==> src/rtl/fp16_pkg.sv <==
// Shared constants, state encoding and field indices for the FP16 normalise/round stage.
package fp16_pkg;

  localparam int EXP_W   = 5;
  localparam int MANT_W  = 10;
  localparam int M_W     = MANT_W + 2;   // carry, hidden, fraction
  localparam int BIAS    = 15;
  localparam int EXP_MAX = 31;

  localparam logic [15:0] QNAN = 16'h7E00;
  localparam logic [15:0] INF  = 16'h7C00;

  // Bit positions inside the 3-bit guard/round/sticky bundle
  localparam int GRS_G = 2;
  localparam int GRS_R = 1;
  localparam int GRS_S = 0;

  typedef enum logic [2:0] {
    S_IDLE,
    S_CHECK,
    S_NORM,
    S_ROUND,
    S_DONE
  } nr_state_t;

endpackage

==> src/rtl/fp16_lzc.sv <==
// Combinational 12-bit leading-zero counter; all-zero input reports 12.
module fp16_lzc (
  input  logic [11:0] din,
  output logic [3:0]  count
);

  // Highest set bit wins because it is visited last
  always_comb begin
    count = 4'd12;
    for (int i = 0; i < 12; i++) begin
      if (din[i]) count = 4'(11 - i);
    end
  end

endmodule

==> src/rtl/fp16_norm_round.sv <==
// FP16 adder normalise / round-to-nearest-even / pack stage with valid/ready handshake.
// Optional build macro FP16_NR_LZC_EN: normalisation completes in a single NORM cycle
// using fp16_lzc instead of one left shift per cycle. Results are identical either way.
//
// state | meaning
// IDLE  | waiting for an operand, in_ready high
// CHECK | zero detect, carry right-shift, or decide whether normalisation is needed
// NORM  | left-normalise toward the hidden bit, never below exponent 1
// ROUND | round to nearest even, detect overflow, pack result
// DONE  | result held until out_ready
module fp16_norm_round
  import fp16_pkg::*;
(
  input  logic              clk,
  input  logic              rst_n,
  input  logic              in_valid,
  output logic              in_ready,
  input  logic              in_sign,
  input  logic [EXP_W-1:0]  in_exp,
  input  logic [M_W-1:0]    in_mant,
  input  logic [2:0]        in_grs,
  output logic              out_valid,
  input  logic              out_ready,
  output logic [15:0]       out_result,
  output logic              out_overflow,
  output logic              out_underflow,
  output logic              busy
);

  nr_state_t state, state_nxt;

  // Exponent carries one extra bit so carry/round increments past 31 stay visible
  logic           sign_q;
  logic [5:0]     exp_q;
  logic [M_W-1:0] mant_q;
  logic           g_q, r_q, s_q;

  logic           is_zero;
  logic [M_W-1:0] norm_mant;
  logic [5:0]     norm_exp;
  logic           norm_g, norm_r, norm_last;
  logic           rnd_inc;
  logic [M_W-1:0] rnd_sum, rnd_mant;
  logic [5:0]     rnd_exp;
  logic           rnd_ovf, rnd_unf;

  assign is_zero = (mant_q == '0) && !(g_q | r_q | s_q);

`ifdef FP16_NR_LZC_EN
  logic [3:0]  lzc;
  logic [5:0]  shamt;
  logic [12:0] w_sh;

  fp16_lzc u_lzc (
    .din   ({mant_q[10:0], g_q}),
    .count (lzc)
  );

  // Whole normalisation in one step, clamped so the exponent floors at 1
  always_comb begin
    shamt     = ({2'b00, lzc} < (exp_q - 6'd1)) ? {2'b00, lzc} : (exp_q - 6'd1);
    w_sh      = {mant_q[10:0], g_q, r_q} << shamt;
    norm_mant = {1'b0, w_sh[12:2]};
    norm_g    = w_sh[1];
    norm_r    = w_sh[0];
    norm_exp  = exp_q - shamt;
    norm_last = 1'b1;
  end
`else
  // One left shift per cycle; at the exponent floor leave the operand untouched
  always_comb begin
    norm_mant = mant_q;
    norm_g    = g_q;
    norm_r    = r_q;
    norm_exp  = exp_q;
    norm_last = 1'b1;
    if (exp_q > 6'd1) begin
      norm_mant = {mant_q[10:0], g_q};
      norm_g    = r_q;
      norm_r    = 1'b0;
      norm_exp  = exp_q - 6'd1;
      norm_last = norm_mant[10] | (norm_exp == 6'd1);
    end
  end
`endif

  // Round to nearest even; a carry out of the hidden bit renormalises by one
  always_comb begin
    rnd_inc  = g_q & (r_q | s_q | mant_q[0]);
    rnd_sum  = mant_q + {{(M_W-1){1'b0}}, rnd_inc};
    rnd_mant = rnd_sum[11] ? {1'b0, rnd_sum[11:1]} : rnd_sum;
    rnd_exp  = exp_q + {5'b0, rnd_sum[11]};
    rnd_ovf  = (rnd_exp >= 6'(EXP_MAX));
    rnd_unf  = !rnd_ovf && !rnd_mant[10] && (g_q | r_q | s_q);
  end

  // State register
  always_ff @(posedge clk) begin
    if (!rst_n) state <= S_IDLE;
    else        state <= state_nxt;
  end

  // Next-state and handshake outputs
  always_comb begin
    state_nxt = state;
    in_ready  = 1'b0;
    out_valid = 1'b0;
    busy      = 1'b1;
    case (state)
      S_IDLE: begin
        in_ready = 1'b1;
        busy     = 1'b0;
        if (in_valid) state_nxt = S_CHECK;
      end
      S_CHECK: begin
        if (is_zero)                     state_nxt = S_DONE;
        else if (mant_q[11] | mant_q[10]) state_nxt = S_ROUND;
        else                             state_nxt = S_NORM;
      end
      S_NORM:  if (norm_last) state_nxt = S_ROUND;
      S_ROUND: state_nxt = S_DONE;
      S_DONE: begin
        out_valid = 1'b1;
        if (out_ready) state_nxt = S_IDLE;
      end
      default: state_nxt = S_IDLE;
    endcase
  end

  // Operand datapath and registered result
  always_ff @(posedge clk) begin
    if (!rst_n) begin
      sign_q        <= 1'b0;
      exp_q         <= 6'd0;
      mant_q        <= '0;
      g_q           <= 1'b0;
      r_q           <= 1'b0;
      s_q           <= 1'b0;
      out_result    <= 16'h0000;
      out_overflow  <= 1'b0;
      out_underflow <= 1'b0;
    end else begin
      case (state)
        S_IDLE: if (in_valid) begin
          sign_q <= in_sign;
          exp_q  <= (in_exp == '0) ? 6'd1 : {1'b0, in_exp};
          mant_q <= in_mant;
          g_q    <= in_grs[GRS_G];
          r_q    <= in_grs[GRS_R];
          s_q    <= in_grs[GRS_S];
        end
        S_CHECK: begin
          if (is_zero) begin
            out_result    <= {sign_q, 15'b0};
            out_overflow  <= 1'b0;
            out_underflow <= 1'b0;
          end else if (mant_q[11]) begin
            mant_q <= {1'b0, mant_q[11:1]};
            exp_q  <= exp_q + 6'd1;
            g_q    <= mant_q[0];
            r_q    <= g_q;
            s_q    <= r_q | s_q;
          end
        end
        S_NORM: begin
          mant_q <= norm_mant;
          exp_q  <= norm_exp;
          g_q    <= norm_g;
          r_q    <= norm_r;
        end
        S_ROUND: begin
          if (rnd_ovf) out_result <= {sign_q, INF[14:0]};
          else         out_result <= {sign_q, (rnd_mant[10] ? rnd_exp[4:0] : 5'd0), rnd_mant[9:0]};
          out_overflow  <= rnd_ovf;
          out_underflow <= rnd_unf;
        end
        default: ;
      endcase
    end
  end

endmodule

==> config.mk <==
export PLATFORM = sky130hd
export DESIGN_NAME = fp16_norm_round
export DESIGN_NICKNAME = d
export VERILOG_FILES = /design/src/rtl/fp16_pkg.sv /design/src/rtl/fp16_lzc.sv /design/src/rtl/fp16_norm_round.sv
export SDC_FILE = /design/constraint.sdc
export NUM_CORES = 1
export LEC_CHECK = 0
export BUFFER_PORTS_ARGS = -buffer_cell sky130_fd_sc_hd__buf_4
export CORE_MARGIN = 2
export CORE_UTILIZATION = 45
export CTS_BUF_LIST = sky130_fd_sc_hd__clkbuf_8 sky130_fd_sc_hd__clkbuf_16
export DETAILED_ROUTE_END_ITERATION = 8
export HOLD_SLACK_MARGIN = 0.15
export PLACE_DENSITY = 0.75
export SLEW_MARGIN = 20
export SYNTH_ARGS = -nofsm -noshare
export SYNTH_HDL_FRONTEND = slang
export SYNTH_SLANG_ARGS = --single-unit
==> constraint.sdc <==
create_clock -name clk -period 7.45 [get_ports clk]
set_input_delay 0.3725 -clock clk [delete_from_list [all_inputs] [get_ports clk]]
set_output_delay 0.3725 -clock clk [all_outputs]
set_load 0.1 [all_outputs]
* After elaboration in Yosys (flattened, before gate mapping)
Cells that the tools add are included.
** Storage, ports and cells
- Bits of input ports :: 25
- Register bits :: 43
- Word-level logic and storage cells :: 97
** Cells by class
- $add $sub $neg :: 4
- Bitwise gates (word level) :: 7
- Multiplexer cells :: 43
- Reductions and logical operators :: 18
- Eq/ne operators :: 12
- $lt $le $gt $ge :: 2
** Operators with widths (number)
- $mux 12 :: 3
- $pmux 12 s3 :: 1
- $pmux 16 s2 :: 1
- $mux 6 :: 4
- $mux 11 :: 2
- $pmux 6 s3 :: 1
- $mux 1 :: 17
- $mux 16 :: 1
- $mux 15 :: 1
- $pmux 3 s5 :: 1
- $ne 2x2->1 const B :: 7
- $add 12x1->12 :: 1
- $logic_not 12->1 :: 1
- $mux 3 :: 4
- $mux 5 :: 2
- $reduce_and 4->1 :: 2
- $add 6x1->6 :: 1
- $add 6x1->6 const B :: 1
- $eq 3x2->1 const B :: 2
- $eq 6x1->1 const B :: 1
- $ge 6x5->1 const B :: 1
- $gt 6x1->1 const B :: 1
- $or 1x1->1 :: 6
- $pmux 1 s2 :: 3
- other kinds (14) :: 21

* Logic depth before layout (Yosys ltp)
Gate-level depths: netlist of run 1.
- Depth in word-level cells :: 10
- Depth in mapped cells :: 12
- Mapped depth without buffers :: 11

* Worst setup path before layout of run 1
No wires, ideal clock.
- Kind :: reg-to-reg
- Start point :: register mant_q[6]
- End point :: register out_result[10]
- Data required time :: 7.328 ns
- Data arrival time :: 2.636 ns
- Library setup time :: 0.122 ns
- Buffers on the path :: 1
- Setup slack :: 4.692 ns
- Cell stages (with the launch flop) :: 13
- Path through :: dfxtp_1 buf_2 nand4_1 nor3_2 xnor2_2 inv_1 ha_1 ha_1 and3_1 a31o_2 o21ai_0 nor2_1 a221o_1
** On the way
- Word-level cells in the longest chain between the ends :: 5
- Elaborated cells between the ends (all ways) :: 11
- Those cells by class :: 2 x add/sub; 1 x order compare; 1 x eq/ne; 4 x mux; 3 x reduce/logical
** Ends and longest elaborated chain
- from (decl) :: line fp16_norm_round.sv:35 : logic [M_W-1:0] mant_q;
- from (signal assigned) :: line fp16_norm_round.sv:147 : mant_q <= in_mant;
- from (signal assigned) :: line fp16_norm_round.sv:158 : mant_q <= {1'b0, mant_q[11:1]};
- from (signal assigned) :: line fp16_norm_round.sv:166 : mant_q <= norm_mant;
- $add 12x1->12 :: line fp16_norm_round.sv:90 : rnd_sum = mant_q + {{(M_W-1){1'b0}}, rnd_inc};
- $add 6x1->6 / $mux 11 (equally long branches) :: line fp16_norm_round.sv:92, fp16_norm_round.sv:91
- $ge 6x5->1 / $mux 5 (equally long branches) :: line fp16_norm_round.sv:93, fp16_norm_round.sv:173
- $mux 15 :: line fp16_norm_round.sv:172 : if (rnd_ovf) out_result <= {sign_q, INF[14:0]};
- $pmux 16 s2 :: line fp16_norm_round.sv:143 : case (state)
- to (signal assigned) :: line fp16_norm_round.sv:154 : out_result <= {sign_q, 15'b0};
- to (signal assigned) :: line fp16_norm_round.sv:172
- to (signal assigned) :: line fp16_norm_round.sv:173 : else out_result <= {sign_q, (rnd_mant[10] ? rnd_exp[4:0] : 5'd0), rnd_mant[9:0]};
- to (decl) :: line fp16_norm_round.sv:24 : output logic [15:0] out_result,
Several ways; a longest one is shown, not always the timed one.
A chain may end at the register's enable or synchronous reset.

* Final worst setup path of run 1
- Start point :: register mant_q[5]
- End point :: register out_result[8]
** On the way
- Word-level cells in the longest chain between the ends :: 5
- Elaborated cells between the ends (all ways) :: 10
- Those cells by class :: 2 x add/sub; 1 x order compare; 1 x eq/ne; 3 x mux; 3 x reduce/logical
** Ends and longest elaborated chain
- $add 12x1->12 :: line fp16_norm_round.sv:90
- $add 6x1->6 :: line fp16_norm_round.sv:92 : rnd_exp = exp_q + {5'b0, rnd_sum[11]};
- $ge 6x5->1 :: line fp16_norm_round.sv:93 : rnd_ovf = (rnd_exp >= 6'(EXP_MAX));
- $mux 15 :: line fp16_norm_round.sv:172
- $pmux 16 s2 :: line fp16_norm_round.sv:143
Several ways; a longest one is shown, not always the timed one.

==> qor.yml, run 1 <==
fmax_mhz: 300
synth.top_cell.area_share_pct: 28.1
drc: 0
tns_ps: 0
grt-ovfl-total: 0
cts_resized: 0
portBuffers: 45
fp.dieH_um: 86.5
cts-hold-fix-buffers: 0
r2r_end: "out_result[8]$_SDFFE_PN0P_"
synth-warning-count: 0
antennaDiodeCount: 0
place_congestion: 0.894
core_um2: 6680
ys_ff_latch: 43
clockBufferDepth: 2
endpoint: "out_result[8]$_SDFFE_PN0P_"
reg2reg_from: "mant_q[5]$_SDFFE_PN0P_"
nets: 411
grt_max_degree: 35
final-hold-violation-count: 0
cts_sinks: 43
drtIter0Drc: 329
worstPathArrival_ps: 3580
fin_util_pct: 51.2
grt_pass1_vias: 2588
final_antenna_net_count: 0
cts_tree: "yes"
wl_per_cell_um: 17.4
clockRootBuffer: "clkbuf_8"
synth.top_cells.by_count: "dfxtp_1 (43), nand2_1 (34), clkbuf_1 (19)"
peakVddDrop_uv: 416
clk_pin_slew_ps: 80
rsz0062_at_grt: "no"
clock_skew_ps: 11.2
reg2reg_depth: 11
syn-num-nets: 397
synthTopCellsByArea: "dfxtp_1 (28%), o221ai_1 (4.3%), nand2_1 (4.2%)"
dpl.hpwl_mm: 5.56
netlist_area_um2: 3060
grt_first_pass_wirelength_mm: 13.2
startpoint_type: "flip-flop"
p_leak_nw: 1.25
synthFlopType: "dfxtp_1"
seq_area_frac_synth_pct: 28.1
cap_violations: 0
io_pins: 46
dieWidth_um: 86.5
reg2reg_slack_ps: 4120
worst_pin_slew_ps: 905
syn_inst: 364
die_area_um2: 7490
crit_fanout: 12
start_util_pct: 45.9
synthArstFlopShare_pct: 0
worstPathRequired_ps: 7700
status: "finished, final reports clean"
endpoint_kind: "flip-flop"
dr.pass1.iters: 5
setup_viol: 0
yosys.area.top_type: "dfxtp_1"
yosysUniqueCellTypes: 73
layout-drive-gt1-share_pct: 20.3
antenna_found_initial: 0
num_rows: 30
fin_crit_ps: 3330
grt_util_all_layers_pct: 21.8
maxSlewViolCount: 0
drt-total-wl_mm: 7.97
min_period_over_period_pct: 44.7
cts_made_buffers: 5
htree_levels: 2
crit_start: "mant_q[5]$_SDFFE_PN0P_"
worstHoldPathType: "in -> reg"
syn_area_per_cell_um2: 8.42
worstSetupPathType: "reg -> reg"
insertion_delay_ps: 300
vias: 2929
maxSlewHeadroom_pct: 39.7
postCtsSetupBuffers: 0
yosys.cell_count.top_type: "dfxtp_1"
via_per_inst: 6.38
synth_enable_flop_cells: 0
power_mw: 1.38
syn_to_final_growth_pct: 11.7
powerDensity_nw_per_um2: 402
==> critical path, stage by stage, from the launching register on <==
cell      delay (ps)
dfxtp_1          600
nand4_1          260
nor3_2           270
xnor2_2          270
inv_1            140
ha_1             210
ha_1             300
and3_1           190
a311o_1          310
o22a_1           320
a221oi_1         260
a22o_1           150
==> metrics by stage <==
step / setup slack (ps) / std cells / hold WS, ps / instance area [µm²]
detailed placement: 4190 / 451 / 456 / 3320
global placement: 4280 / 451 / 452 / 3320
global route: 3840 / 459 / 349 / 3420
CTS: 4160 / 459 / 311 / 3420
floorplan: 4690 / 364 / 443 / 3060
finish: 4120 / 459 / 312 / 3420
==> placed cells by master, fill, tap and decap left out, drive strengths merged, types with 5 or more instances in the layout <==
cell,instances
o21a,5
a21oi,14
nand3,12
nand2,34
nand4,6
inv,9
a21boi,16
nor2,18
a221o,5
nor4,5
o21ai,11
clkbuf,7
xnor2,8
xor2,5
dfxtp,43
ha,8
nor2b,5
o22a,12
o2bb2ai,12
buf,47
a211oi,5
nor3,9
o221ai,15
==> logic make-up after synthesis <==
kind of cell,synth area share (%)
buf+inv,7.43
compound gates,34.2
mux,2.78
xor+xnor,3.96
flops,28.1
simple gates,19.9
fa+ha+maj,3.59
==> worst min path at each step <==
stage,startpoint,slack [ps],end,cells past startpoint
5_1_grt,in_grs[0],350,s_q$_SDFFE_PN0P_,3
4_1_cts,in_grs[0],310,s_q$_SDFFE_PN0P_,3
3_5_place_dp,out_result[5]$_SDFFE_PN0P_,460,out_result[5]$_SDFFE_PN0P_,1
6_report,in_grs[0],310,s_q$_SDFFE_PN0P_,3
2_1_floorplan,sign_q$_SDFFE_PN0P_,440,sign_q$_SDFFE_PN0P_,2
3_3_place_gp,out_result[5]$_SDFFE_PN0P_,450,out_result[5]$_SDFFE_PN0P_,1
==> where the power goes <==
part	switching [mW]	internal (mW)	leakage (nW)	total [mW]
Combinational	0.464	0.302	0.844	0.766
Clock	0.0802	0.0833	0.0557	0.164
Sequential	0.161	0.287	0.350	0.448
==> registers in the layout, summed over array words and instances (netlist names) <==
register	count
exp_q	6
out_underflow	1
sign_q	1
state	3
out_overflow	1
r_q	1
g_q	1
mant_q	12
out_result	16
s_q	1
==> area by class of cell <==
type,count,area (µm²)
Clock buffer,7,96.3
Clock inverter,1,3.75
Fill cell,644,3260
Inverter,8,30.0
Multi-Input combinational cell,273,1980
Sequential cell,43,861
Tap cell,80,100
Timing Repair Buffer,47,353
==> routing by layer <==
metal  global-route usage [%]  vias to the layer above  part of all wire, %
met3                     3.81                       15                  6.6
met1                     32.5                     1387                   47
met2                     32.5                      116                   45
met4                     5.40                        0                  1.8
met5                        0                        -                    0
li1                         -                     1411                    -
Power figures use the tool's default switching activity.
==> inputs of run 2 (changes only) <==
==> constraint.sdc (replaced) <==
create_clock -name clk -period 3.3 [get_ports clk]
set_input_delay 0.165 -clock clk [delete_from_list [all_inputs] [get_ports clk]]
set_output_delay 0.165 -clock clk [all_outputs]
set_load 0.1 [all_outputs]
==> qor.yml, run 2 (same netlist as run 1, synthesis figures left out) <==
reg2reg_from: "mant_q[3]$_SDFFE_PN0P_"
slowest_delay_ps: 580
internal_power_mw: 1.55
layout-drive-gt1-share_pct: 21.9
postCtsSetupBuffers: 0
cap_violations: 0
worstSetupPathType: "reg -> reg"
fmax_mhz: 337
final_antenna_net_count: 0
clock_skew_ps: 5.86
place_area_um2: 3410
antennaDiodeCount: 0
num_rows: 30
drt-total-wl_mm: 8.14
cp_common_cell: "ha_1"
layout_common_cells: "buf_4 (59), dfxtp_1 (43), nand2_1 (34)"
clockBufferDepth: 2
io_pins: 46
clockRootBuffer: "clkbuf_8"
max_flop_register: "out_result"
p_leak_nw: 1.31
grt-ovfl-total: 0
reg.largest.list: "out_result: 16 flops, mant_q: 12 flops, exp_q: 6 flops"
largest_reg_flops: 16
grt_first_pass_wirelength_mm: 13.3
maxSlewViolCount: 0
dr.pass1.iters: 6
startpoint_type: "flip-flop"
worst_pin_slew_ps: 864
min_period_over_period_pct: 89.9
cts-hold-fix-buffers: 3
vias: 2982
dpl.hpwl_mm: 5.66
nets: 426
start_util_pct: 45.9
worstPathArrival_ps: 3150
powerDensity_nw_per_um2: 899
portBuffers: 45
final_area_um2: 3510
grt_max_degree: 30
slowest_stage: "dfxtp_1"
fp.dieH_um: 86.5
cts_made_buffers: 5
syn_to_final_growth_pct: 14.6
core_um2: 6680
worst-path-buf-inv: 1
endpoint_kind: "flip-flop"
drc: 0
fin_crit_ps: 2970
p_sw_share_pct: 51.0
worstPathCellList: "nand4_1 -> nor3_2 -> xnor2_2 -> inv_1 -> ha_1 -> ha_1 -> and3_1 -> a31o_2 -> o21ai_0 -> nor2_1 -> a221o_1"
die_area_um2: 7490
cts_tree: "yes"
crit_start: "mant_q[3]$_SDFFE_PN0P_"
status: "finished, final reports clean"
pwr-share-seq_pct: 29.9
crit_fanout: 10
cts_resized: 0
maxSlewHeadroom_pct: 42.4
drtIter0Drc: 273
via_per_inst: 6.32
cp_top_family: "simple AND/OR/NAND/NOR gates"
clk_pin_slew_ps: 80
p_clk_share_pct: 10.0
grt_util_all_layers_pct: 22.0
cts_sinks: 43
dieWidth_um: 86.5
p_comb_share_pct: 60.1
final_common_cell: "buf_4"
wl_per_cell_um: 17.2
worstPathRequired_ps: 3490
htree_levels: 2
setup_viol: 0
rsz0062_at_grt: "no"
grt_pass1_vias: 2700
hold_path_startpoint: "in_exp[2]"
insertion_delay_ps: 290
place_congestion: 0.905
peakVddDrop_uv: 773
worstHoldPathType: "in -> reg"
final-hold-violation-count: 0
tns_ps: 0
p_switching_mw: 1.61
antenna_found_initial: 0
-- run 2: changes by cell type in the layout (fill, tap and decap cells not counted), sizes merged --
cell,before,now
clkbuf,7,5
dlygate4sd3,0,3
buf,47,59
-- run 2: worst paths after layout --
| check | slack [ps] | cells after the start | end |
|---|---|---|---|
| max | 330 | 11 | out_result[14]$_SDFFE_PN0P_ |
| min | 180 | 3 | exp_q[2]$_SDFFE_PN0P_ |
| max reg2reg | 330 | 11 | out_result[14]$_SDFFE_PN0P_ |
| min reg2reg | 470 | 1 | out_result[3]$_SDFFE_PN0P_ |
-- run 2: final cells by class --
type                            count  area, µm²
Fill cell                         630       3170
Multi-Input combinational cell    273       1980
Sequential cell                    43        861
Timing Repair Buffer               62        473
Tap cell                           80        100
Clock buffer                        5       68.8
Inverter                            8       30.0
Clock inverter                      1       3.75
-- run 2: power by group through the flow --
stage / clock [mW] / combinational (mW) / sequential, mW
after floorplan: 0 / 1.61 / 0.797
after global placement: 0 / 1.86 / 0.925
after detailed placement: 0 / 1.86 / 0.940
after CTS: 0.321 / 1.88 / 0.929
after global routing: 0.345 / 2.06 / 0.972
final: 0.316 / 1.90 / 0.943
-- run 2: metrics by stage --
| stage | setup slack [ps] | hold slack (ps) | std cells | util [%] | power, mW |
|---|---|---|---|---|---|
| finish | 335 | 177 | 472 | 52.6 | 3.16 |
| global route | 139 | 193 | 472 | 52.6 | 3.37 |
| CTS | 378 | 175 | 472 | 52.6 | 3.13 |
| detailed placement | 386 | 423 | 463 | 51.0 | 2.80 |
| global placement | 509 | 420 | 463 | 51.0 | 2.78 |
| floorplan | 542 | 318 | 364 | - | 2.40 |
-- run 2: metal layers --
metal,up-vias,share of wire (%),GRT usage [%]
li1,1432,-,-
met1,1400,47,32.4
met2,134,45,32.4
met3,16,7.1,4.29
met4,0,1.4,6.82
met5,-,0,0
-- run 2: worst register-to-register path, stage by stage, from the launching register on --
cell and delay (ps):
dfxtp_1 580, nand4_1 250, nor3_2 240, xnor2_2 150, inv_1 80, ha_1 180, ha_1 310, and3_1 200
a31o_2 230, o21ai_0 230, nor2_1 140, a221o_1 280
